==> config.mk <==
export PLATFORM = sky130hd
export DESIGN_NAME = scan_loader
export DESIGN_NICKNAME = d
export VERILOG_FILES = /design/src/rtl/scan_loader.sv
export SDC_FILE = /design/constraint.sdc
export NUM_CORES = 1
export LEC_CHECK = 0
export ABC_AREA = 1
export CAP_MARGIN = 10
export CORE_MARGIN = 3
export CORE_UTILIZATION = 56
export DETAILED_ROUTE_END_ITERATION = 7
export PLACE_DENSITY = 0.8
export RECOVER_POWER = 50
export SLEW_MARGIN = 20
export SYNTH_ARGS = -nofsm -noshare
export SYNTH_HDL_FRONTEND = slang
export SYNTH_SLANG_ARGS = --single-unit
==> constraint.sdc <==
create_clock -name clk -period 3.6 [get_ports clk]
set_clock_uncertainty 0.15 [all_clocks]
set_input_delay 0.36 -clock clk [delete_from_list [all_inputs] [get_ports clk]]
set_output_delay 0.36 -clock clk [all_outputs]
set_load 0.005 [all_outputs]
==> src/rtl/scan_loader.sv <==
// scan_loader: host-side serial loader for the pattern buffer array.
//
// Accepts a load or readback request for one of no_bufs pattern buffers and
// moves buffer_size bytes through that buffer's scan chain, MSB first, byte 0
// first. Readback recirculates the chain (sin = sout) so contents survive.
//
// Ports:
//   clk, rst         - clock, synchronous active-high reset
//   req_valid/ready  - request handshake; req_rd selects readback, req_addr
//                      selects the buffer
//   wr_data/valid/ready - host load byte stream
//   rd_data/valid/ready - host readback byte stream
//   busy, done       - status; done pulses one cycle at end of a request
//   sin, ssel, saddr - scan drive to the buffer array
//   sout             - scan data returned from the selected buffer
module scan_loader #(
  parameter int unsigned buffer_size  = 22,
  parameter int unsigned buffer_width = 8,
  parameter int unsigned no_bufs      = 8,
  localparam int unsigned AW = (no_bufs > 1) ? $clog2(no_bufs) : 1
) (
  input  logic                    clk,
  input  logic                    rst,
  input  logic                    req_valid,
  output logic                    req_ready,
  input  logic                    req_rd,
  input  logic [AW-1:0]           req_addr,
  input  logic [buffer_width-1:0] wr_data,
  input  logic                    wr_valid,
  output logic                    wr_ready,
  output logic [buffer_width-1:0] rd_data,
  output logic                    rd_valid,
  input  logic                    rd_ready,
  output logic                    busy,
  output logic                    done,
  output logic                    sin,
  output logic                    ssel,
  output logic [AW-1:0]           saddr,
  input  logic                    sout
);

  localparam int unsigned BCW = (buffer_size > 1) ? $clog2(buffer_size) : 1;
  localparam int unsigned BTW = (buffer_width > 1) ? $clog2(buffer_width) : 1;
  localparam logic [BCW-1:0] LAST_BYTE = BCW'(buffer_size - 1);
  localparam logic [BTW-1:0] LAST_BIT  = BTW'(buffer_width - 1);

  typedef enum logic [2:0] {
    S_IDLE,
    S_FETCH,
    S_SHIFT,
    S_PRESENT,
    S_DONE
  } state_e;

  state_e                  state_q,     state_d;
  logic                    mode_q,      mode_d;
  logic [AW-1:0]           saddr_q,     saddr_d;
  logic [BCW-1:0]          byte_cnt_q,  byte_cnt_d;
  logic [BTW-1:0]          bit_cnt_q,   bit_cnt_d;
  logic [buffer_width-1:0] shreg_q,     shreg_d;
  logic                    req_ready_q, req_ready_d;
  logic                    busy_q,      busy_d;
  logic                    done_q,      done_d;
  logic                    ssel_q,      ssel_d;
  logic                    wr_ready_q,  wr_ready_d;
  logic                    rd_valid_q,  rd_valid_d;
  logic [buffer_width-1:0] rd_data_q,   rd_data_d;

  logic last_byte;
  logic last_bit;

  assign last_byte = (byte_cnt_q == LAST_BYTE);
  assign last_bit  = (bit_cnt_q == LAST_BIT);

  // Next-state, datapath and next-output logic
  always_comb begin
    state_d    = state_q;
    mode_d     = mode_q;
    saddr_d    = saddr_q;
    byte_cnt_d = byte_cnt_q;
    bit_cnt_d  = bit_cnt_q;
    shreg_d    = shreg_q;

    unique case (state_q)
      S_IDLE: begin
        if (req_valid) begin
          mode_d     = req_rd;
          saddr_d    = req_addr;
          byte_cnt_d = '0;
          bit_cnt_d  = '0;
          state_d    = req_rd ? S_SHIFT : S_FETCH;
        end
      end

      S_FETCH: begin
        if (wr_valid) begin
          shreg_d   = wr_data;
          bit_cnt_d = '0;
          state_d   = S_SHIFT;
        end
      end

      S_SHIFT: begin
        // Readback captures the chain output; load just drains shreg.
        shreg_d   = {shreg_q[buffer_width-2:0], (mode_q ? sout : 1'b0)};
        bit_cnt_d = bit_cnt_q + BTW'(1);
        if (last_bit) begin
          bit_cnt_d = '0;
          if (mode_q) begin
            state_d = S_PRESENT;
          end else if (last_byte) begin
            state_d = S_DONE;
          end else begin
            byte_cnt_d = byte_cnt_q + BCW'(1);
            // Back-to-back bytes continue shifting without a bubble.
            if (wr_valid) begin
              shreg_d = wr_data;
            end else begin
              state_d = S_FETCH;
            end
          end
        end
      end

      S_PRESENT: begin
        if (rd_ready) begin
          if (last_byte) begin
            state_d = S_DONE;
          end else begin
            byte_cnt_d = byte_cnt_q + BCW'(1);
            state_d    = S_SHIFT;
          end
        end
      end

      S_DONE: begin
        state_d = S_IDLE;
      end

      default: begin
        state_d = S_IDLE;
      end
    endcase

    // Outputs are registered, so they are decoded from the next state.
    req_ready_d = (state_d == S_IDLE);
    busy_d      = (state_d != S_IDLE);
    done_d      = (state_d == S_DONE);
    ssel_d      = (state_d == S_SHIFT);
    rd_valid_d  = (state_d == S_PRESENT);
    // A load byte is requested in FETCH and on the final bit of a non-last byte.
    wr_ready_d  = (state_d == S_FETCH) ||
                  ((state_d == S_SHIFT) && !mode_d &&
                   (bit_cnt_d == LAST_BIT) && (byte_cnt_d != LAST_BYTE));
    rd_data_d   = (state_d == S_PRESENT) ? shreg_d : rd_data_q;
  end

  // State and output registers
  always_ff @(posedge clk) begin
    if (rst) begin
      state_q     <= S_IDLE;
      mode_q      <= 1'b0;
      saddr_q     <= '0;
      byte_cnt_q  <= '0;
      bit_cnt_q   <= '0;
      shreg_q     <= '0;
      req_ready_q <= 1'b1;
      busy_q      <= 1'b0;
      done_q      <= 1'b0;
      ssel_q      <= 1'b0;
      wr_ready_q  <= 1'b0;
      rd_valid_q  <= 1'b0;
      rd_data_q   <= '0;
    end else begin
      state_q     <= state_d;
      mode_q      <= mode_d;
      saddr_q     <= saddr_d;
      byte_cnt_q  <= byte_cnt_d;
      bit_cnt_q   <= bit_cnt_d;
      shreg_q     <= shreg_d;
      req_ready_q <= req_ready_d;
      busy_q      <= busy_d;
      done_q      <= done_d;
      ssel_q      <= ssel_d;
      wr_ready_q  <= wr_ready_d;
      rd_valid_q  <= rd_valid_d;
      rd_data_q   <= rd_data_d;
    end
  end

  // Recirculation must present sout on sin in the same cycle, so sin is a
  // combinational path from sout during readback; it is forced low when idle.
  assign sin = ssel_q & (mode_q ? sout : shreg_q[buffer_width-1]);

  assign req_ready = req_ready_q;
  assign busy      = busy_q;
  assign done      = done_q;
  assign ssel      = ssel_q;
  assign saddr     = saddr_q;
  assign wr_ready  = wr_ready_q;
  assign rd_valid  = rd_valid_q;
  assign rd_data   = rd_data_q;

endmodule

==> results_dict.tcl, run 1 <==
set metrics [dict create \
    final_common_cell "nand2_1" \
    synth-seq-cells 37 \
    final_area_sq_um 2430 \
    final_cells 365 \
    reg2reg_slack_ns 1.39 \
    area_delta_synth_final_pct 21.0 \
    wl_mm 4.52 \
    relSlewSlack 0.698 \
    postLayoutCoreUtil 0.718 \
    slew_viol_final 0 \
    holdWs_ns 0.322 \
    timing.final.ws_setup_ns 1.39 \
    io_pins 36 \
    grt_antenna_before_repair 0 \
    start_util 0.594 \
    dp_cells 357 \
    rows 21 \
    crit_type "flip-flop to flip-flop" \
    hold_start "saddr[0]" \
    cts_tree "yes" \
    grt_setup_unrepaired "false" \
    cts_hold_buf 0 \
    post-place-ws_ns 1.24 \
    finalHoldViolCount 0 \
    wl_per_cell_um 12.4 \
    core_area_sq_um 3390 \
    netlist_instances 284 \
    max_clock_freq_mhz 452 \
    period_minus_slack_ns 2.21 \
    drc_errors 0 \
    cts_buffer_depth 2 \
    setup_tns_ns 0 \
    io_buffers 35 \
    period_share 0.615 \
    syn_area_sq_um 2010 \
    synth_cell_type_count 34 \
    fillers 295 \
    reg2reg_from "state_q[2]" \
    cp-end-kind "flip-flop" \
    hold_path_end "saddr[0]" \
    post_cts_buffers 0 \
    run_status "complete, no violations" \
    place_congestion 0.846 \
    ff_latch_area_sq_um 741 \
    synth_nets 306 \
    whs_path_depth 2 \
    ys_warn_count 0 \
    grt_max_degree 29 \
    cap_viol_max_count 0 \
    power.density_nw_per_um2 382 \
    mostFrequentLayoutCells "nand2_1 (73), dfxtp_1 (37), inv_1 (32)" \
    overflow 0 \
    critical_path.startpoint_type "flip-flop" \
    cts.clk_slew.worst_paths_ns 0.12 \
    cts_max_level 2 \
    cts-buffers-inserted 5 \
    firstDrtPassIters 4 \
    grt_pass1_vias 1803 \
    seq_area_frac_synth 0.368 \
    fin_total_pwr_mw 0.929 \
    die_h_um 65.9 \
    static-leakage-power_nw 1.04 \
    first_iter_violations 140 \
    ir_drop_uv 244 \
    ant_nets 0 \
    multi_input_area_sq_um 1040 \
    setup_viol 0 \
    worstPathRequired_ns 3.68 \
    fp.dieArea_sq_um 4350 \
    regToRegEndpoint "rd_data[5]" \
    placedInstanceArea_sq_um 2370 \
    tightest_slew_ns 0.452 \
    worst-path-max-fanout 16 \
    hp-class "flip-flop to flip-flop" \
    vias 1934 \
    viasPerCell 5.30 \
    drive_gt1_frac 0.110 \
    cts_resized 0 \
    track_usage 0.231 \
    hpwl_mm 3.32 \
    num_antenna_cells 0 \
    synth.avg_cell_area_sq_um 7.08 \
    grt_pass1_wl_mm 7.89 \
    cts_root_buffer "clkbuf_4" \
    fp.dieW_um 65.9 \
    final_nets 340 \
    worst_ep_arrival_time_ns 2.29 \
    ff2ff_path_depth 11 \
    clkSinkCount 37 \
    clk_latency_ns 0.35 \
]
==> layout make-up <==
class	count	area share
Clock buffer	6	0.0211
Clock inverter	2	0.0154
Inverter	37	0.0596
Multi-Input combinational cell	201	0.429
Sequential cell	37	0.304
Tap cell	46	0.0237
Timing Repair Buffer	36	0.147
==> synth_stat cells <==
cell / count / area [sq um]
nand3_4: 1 / 17.5
or2_2: 12 / 75.1
o211ai_1: 7 / 52.6
ha_1: 4 / 50.1
a31oi_1: 6 / 37.5
buf_4: 2 / 15.0
o21a_1: 1 / 7.51
a21oi_1: 20 / 100
or2_1: 1 / 6.26
buf_8: 1 / 15.0
o21ai_0: 14 / 70.1
o221ai_1: 1 / 8.76
a21boi_0: 1 / 7.51
nand4_1: 3 / 18.8
inv_4: 3 / 18.8
nor2_4: 3 / 33.8
nor4_1: 2 / 12.5
nor3_2: 1 / 10.0
inv_1: 31 / 116
nor2_1: 19 / 71.3
nand3_1: 13 / 65.1
a32o_1: 6 / 60.1
o21ai_2: 1 / 8.76
nor2_2: 1 / 6.26
clkbuf_2: 1 / 5.00
clkbuf_1: 3 / 11.3
inv_2: 3 / 11.3
nand2_4: 2 / 22.5
nand2_2: 4 / 25.0
buf_2: 2 / 10.0
dfxtp_1: 37 / 741
nand2_1: 71 / 267
o21ai_1: 4 / 20.0
nor3_1: 3 / 15.0
==> worst max-delay path by stage <==
stage                            start          to  slack, ns  depth (start not counted)
after global routing        state_q[0]  rd_data[3]       1.17                         11
final                       state_q[2]  rd_data[5]       1.39                         11
after global placement        wr_valid  rd_data[1]       1.32                         10
after CTS                         sout         sin       1.42                          4
after detailed placement      wr_valid  rd_data[5]       1.24                         10
after floorplan           bit_cnt_q[0]    wr_ready       1.86                         13
==> power by group <==
part / internal, mW / switching, mW / leakage, nW / total, mW
logic: 0.0771 / 0.0973 / 0.692 / 0.174
clock network: 0.165 / 0.144 / 0.0445 / 0.309
registers: 0.432 / 0.0129 / 0.301 / 0.445
total: 0.674 / 0.255 / 1.04 / 0.929
==> metal layers <==
| metal | vias to the layer above | global-route usage | share of wire |
|---|---|---|---|
| met1 | 869 | 0.316 | 0.49 |
| met5 | - | 0 | 0 |
| met4 | 0 | 0.0914 | 0.014 |
| met3 | 8 | 0.0527 | 0.055 |
| met2 | 47 | 0.352 | 0.44 |
| li1 | 1010 | - | - |
==> worst max-delay path: stages (launching register included) <==
cell,delay [ns]
dfxtp_1,0.56
nor2_1,0.15
nand3_1,0.23
clkinvlp_2,0.26
nand2_1,0.16
o21ai_2,0.07
inv_2,0.07
nand2_4,0.06
nand2_4,0.07
inv_4,0.07
o21ai_0,0.18
a31oi_1,0.06
==> registers in the layout, indices dropped and copies added, names as in the netlist, 3 cells and up <==
name        flops
bit_cnt_q       3
byte_cnt_q      5
rd_data         8
saddr           3
state_q         3
shreg_q         8
==> cells by family (layout without fill, tap and decap cells) <==
| kind of cell | after synthesis | in the layout | share of synthesized area |
|---|---|---|---|
| adders and majority gates | 4 | 4 | 0.0249 |
| DFF | 37 | 37 | 0.368 |
| buffers and inverters | 46 | 81 | 0.101 |
| AOI/OAI and AO/OA | 61 | 61 | 0.185 |
| and+or+nand+nor | 136 | 136 | 0.321 |
No activity file was read; power rests on OpenSTA's default activity.
==> run 2, diff against run 1 <==
--- a/config.mk
+++ b/config.mk
@@ -8,9 +8,9 @@
 export ABC_AREA = 1
 export CAP_MARGIN = 10
 export CORE_MARGIN = 3
-export CORE_UTILIZATION = 56
+export CORE_UTILIZATION = 52
 export DETAILED_ROUTE_END_ITERATION = 7
-export PLACE_DENSITY = 0.8
+export PLACE_DENSITY = 0.75
 export RECOVER_POWER = 50
 export SLEW_MARGIN = 20
 export SYNTH_ARGS = -nofsm -noshare
==> constraint.sdc (replaced) <==
create_clock -name clk -period 2.1 [get_ports clk]
set_clock_uncertainty 0.15 [all_clocks]
set_input_delay 0.21 -clock clk [delete_from_list [all_inputs] [get_ports clk]]
set_output_delay 0.21 -clock clk [all_outputs]
set_load 0.005 [all_outputs]
==> results_dict.tcl, run 2 (synthesis results as in run 1) <==
set metrics [dict create \
    run_status "complete, no violations" \
    grt_pass1_wl_mm 8.50 \
    cts_resized 0 \
    timing.final.ws_setup_ns 0.151 \
    die_h_um 68.2 \
    period_minus_slack_ns 1.95 \
    static-leakage-power_nw 1.07 \
    grt_antenna_before_repair 0 \
    max_clock_freq_mhz 513 \
    cp-end-kind "flip-flop" \
    fp.dieArea_sq_um 4650 \
    setup_viol 0 \
    slew_viol_final 0 \
    drive_gt1_frac 0.135 \
    place_congestion 0.800 \
    power.density_nw_per_um2 619 \
    track_usage 0.240 \
    hold_path_end "saddr[2]" \
    worstPathRequired_ns 2.13 \
    hold_start "saddr[2]" \
    fp.dieW_um 68.2 \
    ff2ff_path_depth 14 \
    crit_type "flip-flop to flip-flop" \
    clkSinkCount 37 \
    firstDrtPassIters 4 \
    setup_tns_ns 0 \
    tightest_slew_ns 0.425 \
    drc_errors 0 \
    critical_path.startpoint_type "flip-flop" \
    reg2reg_from "byte_cnt_q[1]" \
    cap_viol_max_count 0 \
    regToRegEndpoint "wr_ready" \
    area_delta_synth_final_pct 24.1 \
    core_area_sq_um 3520 \
    cts_root_buffer "clkbuf_8" \
    viasPerCell 5.24 \
    ant_nets 0 \
    final_common_cell "nand2_1" \
    finalHoldViolCount 0 \
    worst-path-max-fanout 7 \
    reg2reg_slack_ns 0.15 \
    cts_max_level 2 \
    clk_latency_ns 0.28 \
    post_cts_buffers 0 \
    cts_tree "yes" \
    rows 21 \
    grt_setup_unrepaired "false" \
    relSlewSlack 0.716 \
    mostFrequentLayoutCells "nand2_1 (72), dfxtp_1 (37), inv_1 (31)" \
    num_antenna_cells 0 \
    hp-class "flip-flop to flip-flop" \
    hpwl_mm 3.63 \
    io_pins 36 \
    start_util 0.571 \
    first_iter_violations 160 \
    cts-buffers-inserted 5 \
    overflow 0 \
    io_buffers 35 \
    vias 1950 \
    wl_mm 4.84 \
    post-place-ws_ns 0.0697 \
    whs_path_depth 2 \
    ir_drop_uv 397 \
    cts_buffer_depth 2 \
    grt_pass1_vias 1876 \
    wl_per_cell_um 13.0 \
    worst_ep_arrival_time_ns 1.98 \
    cts.clk_slew.worst_paths_ns 0.07 \
    final_nets 347 \
    period_share 0.928 \
    grt_max_degree 17 \
    cts_hold_buf 0 \
]
run 2: changes by cell type in the layout (fill, tap and decap cells not counted), moves of 2 or more:
| cell | previous run | this run |
|---|---|---|
| buf_4 | 1 | 8 |
| clkbuf_4 | 5 | 0 |
| clkbuf_8 | 1 | 5 |
| clkbuf_1 | 0 | 3 |
| nor2_1 | 20 | 18 |
run 2: cell type report:
type                       instances  area (sq um)
multi-input combinational        201          1060
tap                               46          57.6
sequential                        37           741
inverter                          37           146
fill                             320          1020
timing repair buffer              43           410
clock buffer                       8          80.1
run 2: worst max path at each step:
| stage | slack (ns) | endpoint | from | depth (start not counted) |
|---|---|---|---|---|
| floorplan | 0.36 | wr_ready | bit_cnt_q[0] | 13 |
| global placement | 0.11 | wr_ready | wr_valid | 10 |
| detailed placement | 0.07 | wr_ready | wr_valid | 10 |
| CTS | 0.16 | req_ready | byte_cnt_q[1] | 6 |
| global route | 0.01 | rd_data[1] | byte_cnt_q[1] | 8 |
| finish | 0.15 | wr_ready | byte_cnt_q[1] | 14 |
run 2: through the flow:
step / util / total power, mW / cells / hold slack (ns) / cell area, sq um
6_report: 0.709 / 1.54 / 372 / 0.322 / 2500
3_3_place_gp: 0.688 / 1.10 / 364 / 0.309 / 2420
2_1_floorplan: - / 0.974 / 284 / 0.202 / 2010
4_1_cts: 0.711 / 1.57 / 372 / 0.330 / 2500
3_5_place_dp: 0.688 / 1.10 / 364 / 0.322 / 2420
5_1_grt: 0.709 / 1.63 / 372 / 0.349 / 2500
run 2: metal layers:
metal	track usage	wire length (um)
met5	0	0
met4	0.0546	34
met3	0.0673	281
met2	0.378	2210
met1	0.325	2320
run 2: critical path, stage by stage, from the launching register on:
cell,delay (ns)
dfxtp_1,0.35
inv_1,0.09
ha_1,0.15
nand4_1,0.24
buf_4,0.25
nand2_1,0.07
nand2_1,0.05
nand2_1,0.05
nand2_1,0.04
nand2_1,0.08
nand2_1,0.07
nor2_1,0.09
nand2_1,0.05
nand2_1,0.06
a21oi_1,0.06
run 2: power breakdown:
group	switching, mW	internal (mW)
registers	0.0240	0.741
logic	0.171	0.139
clock network	0.234	0.236
==> run 3, diff against run 2 <==
--- a/config.mk
+++ b/config.mk
@@ -7,8 +7,10 @@
 export LEC_CHECK = 0
 export ABC_AREA = 1
 export CAP_MARGIN = 10
+export CELL_PAD_IN_SITES_DETAIL_PLACEMENT = 0
+export CELL_PAD_IN_SITES_GLOBAL_PLACEMENT = 2
 export CORE_MARGIN = 3
-export CORE_UTILIZATION = 52
+export CORE_UTILIZATION = 29
 export DETAILED_ROUTE_END_ITERATION = 7
 export PLACE_DENSITY = 0.75
 export RECOVER_POWER = 50
==> results_dict.tcl, run 3 (synthesis results as in run 1) <==
set metrics [dict create \
    run_status "complete, no violations" \
    final_common_cell "nand2_1" \
    num_antenna_cells 0 \
    drc_errors 0 \
    crit_chain "ha_1, ha_2, buf_4, nand2_2, nand2_1, nand2_2, nand2_1, nand3_1, nand2_1, nand2_1, nand2_1, nor2_1, nand2_1, nand2_1, a21oi_1" \
    power_frac_comb 0.210 \
    die_h_um 89.3 \
    cts_hold_buf 0 \
    cp.buffers_inverters 1 \
    setup_tns_ns 0 \
    ant_nets 0 \
    power_switching_mw 0.461 \
    start_util 0.308 \
    grt_pass1_vias 1960 \
    grt_pass1_wl_mm 9.32 \
    worst-path-max-fanout 3 \
    area_delta_synth_final_pct 32.3 \
    cp_slowest_stage_delay_ns 0.33 \
    cap_viol_max_count 0 \
    ir_drop_uv 262 \
    track_usage 0.151 \
    crit_type "flip-flop to flip-flop" \
    slew_viol_final 0 \
    worst_ep_arrival_time_ns 1.94 \
    placedInstanceArea_sq_um 2550 \
    power.internal_mw 1.15 \
    wl_per_cell_um 13.4 \
    power.density_nw_per_um2 607 \
    firstDrtPassIters 4 \
    critical_path.startpoint_type "flip-flop" \
    cts-buffers-inserted 5 \
    drive_gt1_frac 0.185 \
    rows 29 \
    cp_common_cell "nand2_1" \
    setup_viol 0 \
    place_congestion 0.781 \
    p_seq_frac 0.471 \
    cts_max_level 2 \
    io_buffers 35 \
    wl_mm 5.53 \
    hp-class "flip-flop to flip-flop" \
    vias 1934 \
    grt_setup_unrepaired "false" \
    viasPerCell 4.68 \
    worstPathRequired_ns 2.13 \
    cts_root_buffer "clkbuf_8" \
    sw_frac_of_total 0.285 \
    critPathSlowestCell "dfxtp_2" \
    postLayoutCoreUtil 0.408 \
    cts.clk_slew.worst_paths_ns 0.07 \
    core_area_sq_um 6530 \
    static-leakage-power_nw 1.13 \
    grt_antenna_before_repair 0 \
    fin_total_pwr_mw 1.62 \
    finalHoldViolCount 0 \
    overflow 0 \
    power.share.clock 0.319 \
    grt_max_degree 17 \
    cts_tree "yes" \
    mostFrequentLayoutCells "nand2_1 (70), dfxtp_1 (36), inv_1 (31)" \
    fp.dieW_um 89.3 \
    max_clock_freq_mhz 523 \
    io_pins 36 \
    tightest_slew_ns 0.446 \
    clk_latency_ns 0.28 \
    fp.dieArea_sq_um 7970 \
    first_iter_violations 66 \
    clkSinkCount 37 \
    hpwl_mm 4.21 \
    crit_family "simple AND/OR/NAND/NOR gates" \
    final_area_sq_um 2660 \
    final_nets 358 \
    period_share 0.910 \
    relSlewSlack 0.702 \
    period_minus_slack_ns 1.91 \
    cp-end-kind "flip-flop" \
    cts_buffer_depth 2 \
]
## run 3: metrics by stage
step | worst slack (ns) | hold WS, ns | instances
finish | 0.189 | 0.317 | 413
global route | 0.00172 | 0.333 | 413
detailed placement | 0.0178 | 0.308 | 405
global placement | -0.0203 | 0.309 | 405
CTS | 0.112 | 0.313 | 412
floorplan | 0.360 | 0.202 | 284
## run 3: path summary, 6_finish.rpt
check	start	endpoint	slack, ns	depth (start not counted)
setup reg to reg	bit_cnt_q[0]	wr_ready	0.19	15
setup / recovery	bit_cnt_q[0]	wr_ready	0.19	15
hold reg to reg	saddr[2]	saddr[2]	0.32	2
hold / removal	saddr[2]	saddr[2]	0.32	2
## run 3: routing by layer
metal,routed length [um],vias up,part of all wire,track usage
li1,-,1039,-,-
met1,2750,868,0.50,0.203
met2,2570,25,0.46,0.248
met3,178,2,0.032,0.0332
met4,31,0,0.0056,0.0365
met5,0,-,0,0
## run 3: worst reg2reg max path, cell delays in order, from the launching register on
cell and delay [ns]:
dfxtp_2 0.33, ha_1 0.19, ha_2 0.17, buf_4 0.13, nand2_2 0.08, nand2_1 0.06
nand2_2 0.08, nand2_1 0.06, nand3_1 0.08, nand2_1 0.06, nand2_1 0.06, nand2_1 0.06
nor2_1 0.10, nand2_1 0.08, nand2_1 0.07, a21oi_1 0.05
## run 3: cell type report
cell class / instances / area (sq um)
Inverter: 37 / 149
Tap cell: 77 / 96.3
Timing Repair Buffer: 54 / 505
Multi-Input combinational cell: 201 / 1080
Clock buffer: 6 / 82.6
Clock inverter: 1 / 7.51
Fill cell: 701 / 3870
Sequential cell: 37 / 742
## run 3: timing repair
action	4_1_cts	5_1_grt
resized for setup	0	9
setup buffers	0	1
setup endpoints to repair	0	10
## run 3: power by group through the flow
stage | registers, mW | logic [mW] | clock network, mW
detailed placement | 0.778 | 0.348 | 0
floorplan | 0.778 | 0.196 | 0
global placement | 0.778 | 0.350 | 0
CTS | 0.762 | 0.350 | 0.537
global route | 0.766 | 0.386 | 0.559
finish | 0.761 | 0.339 | 0.516
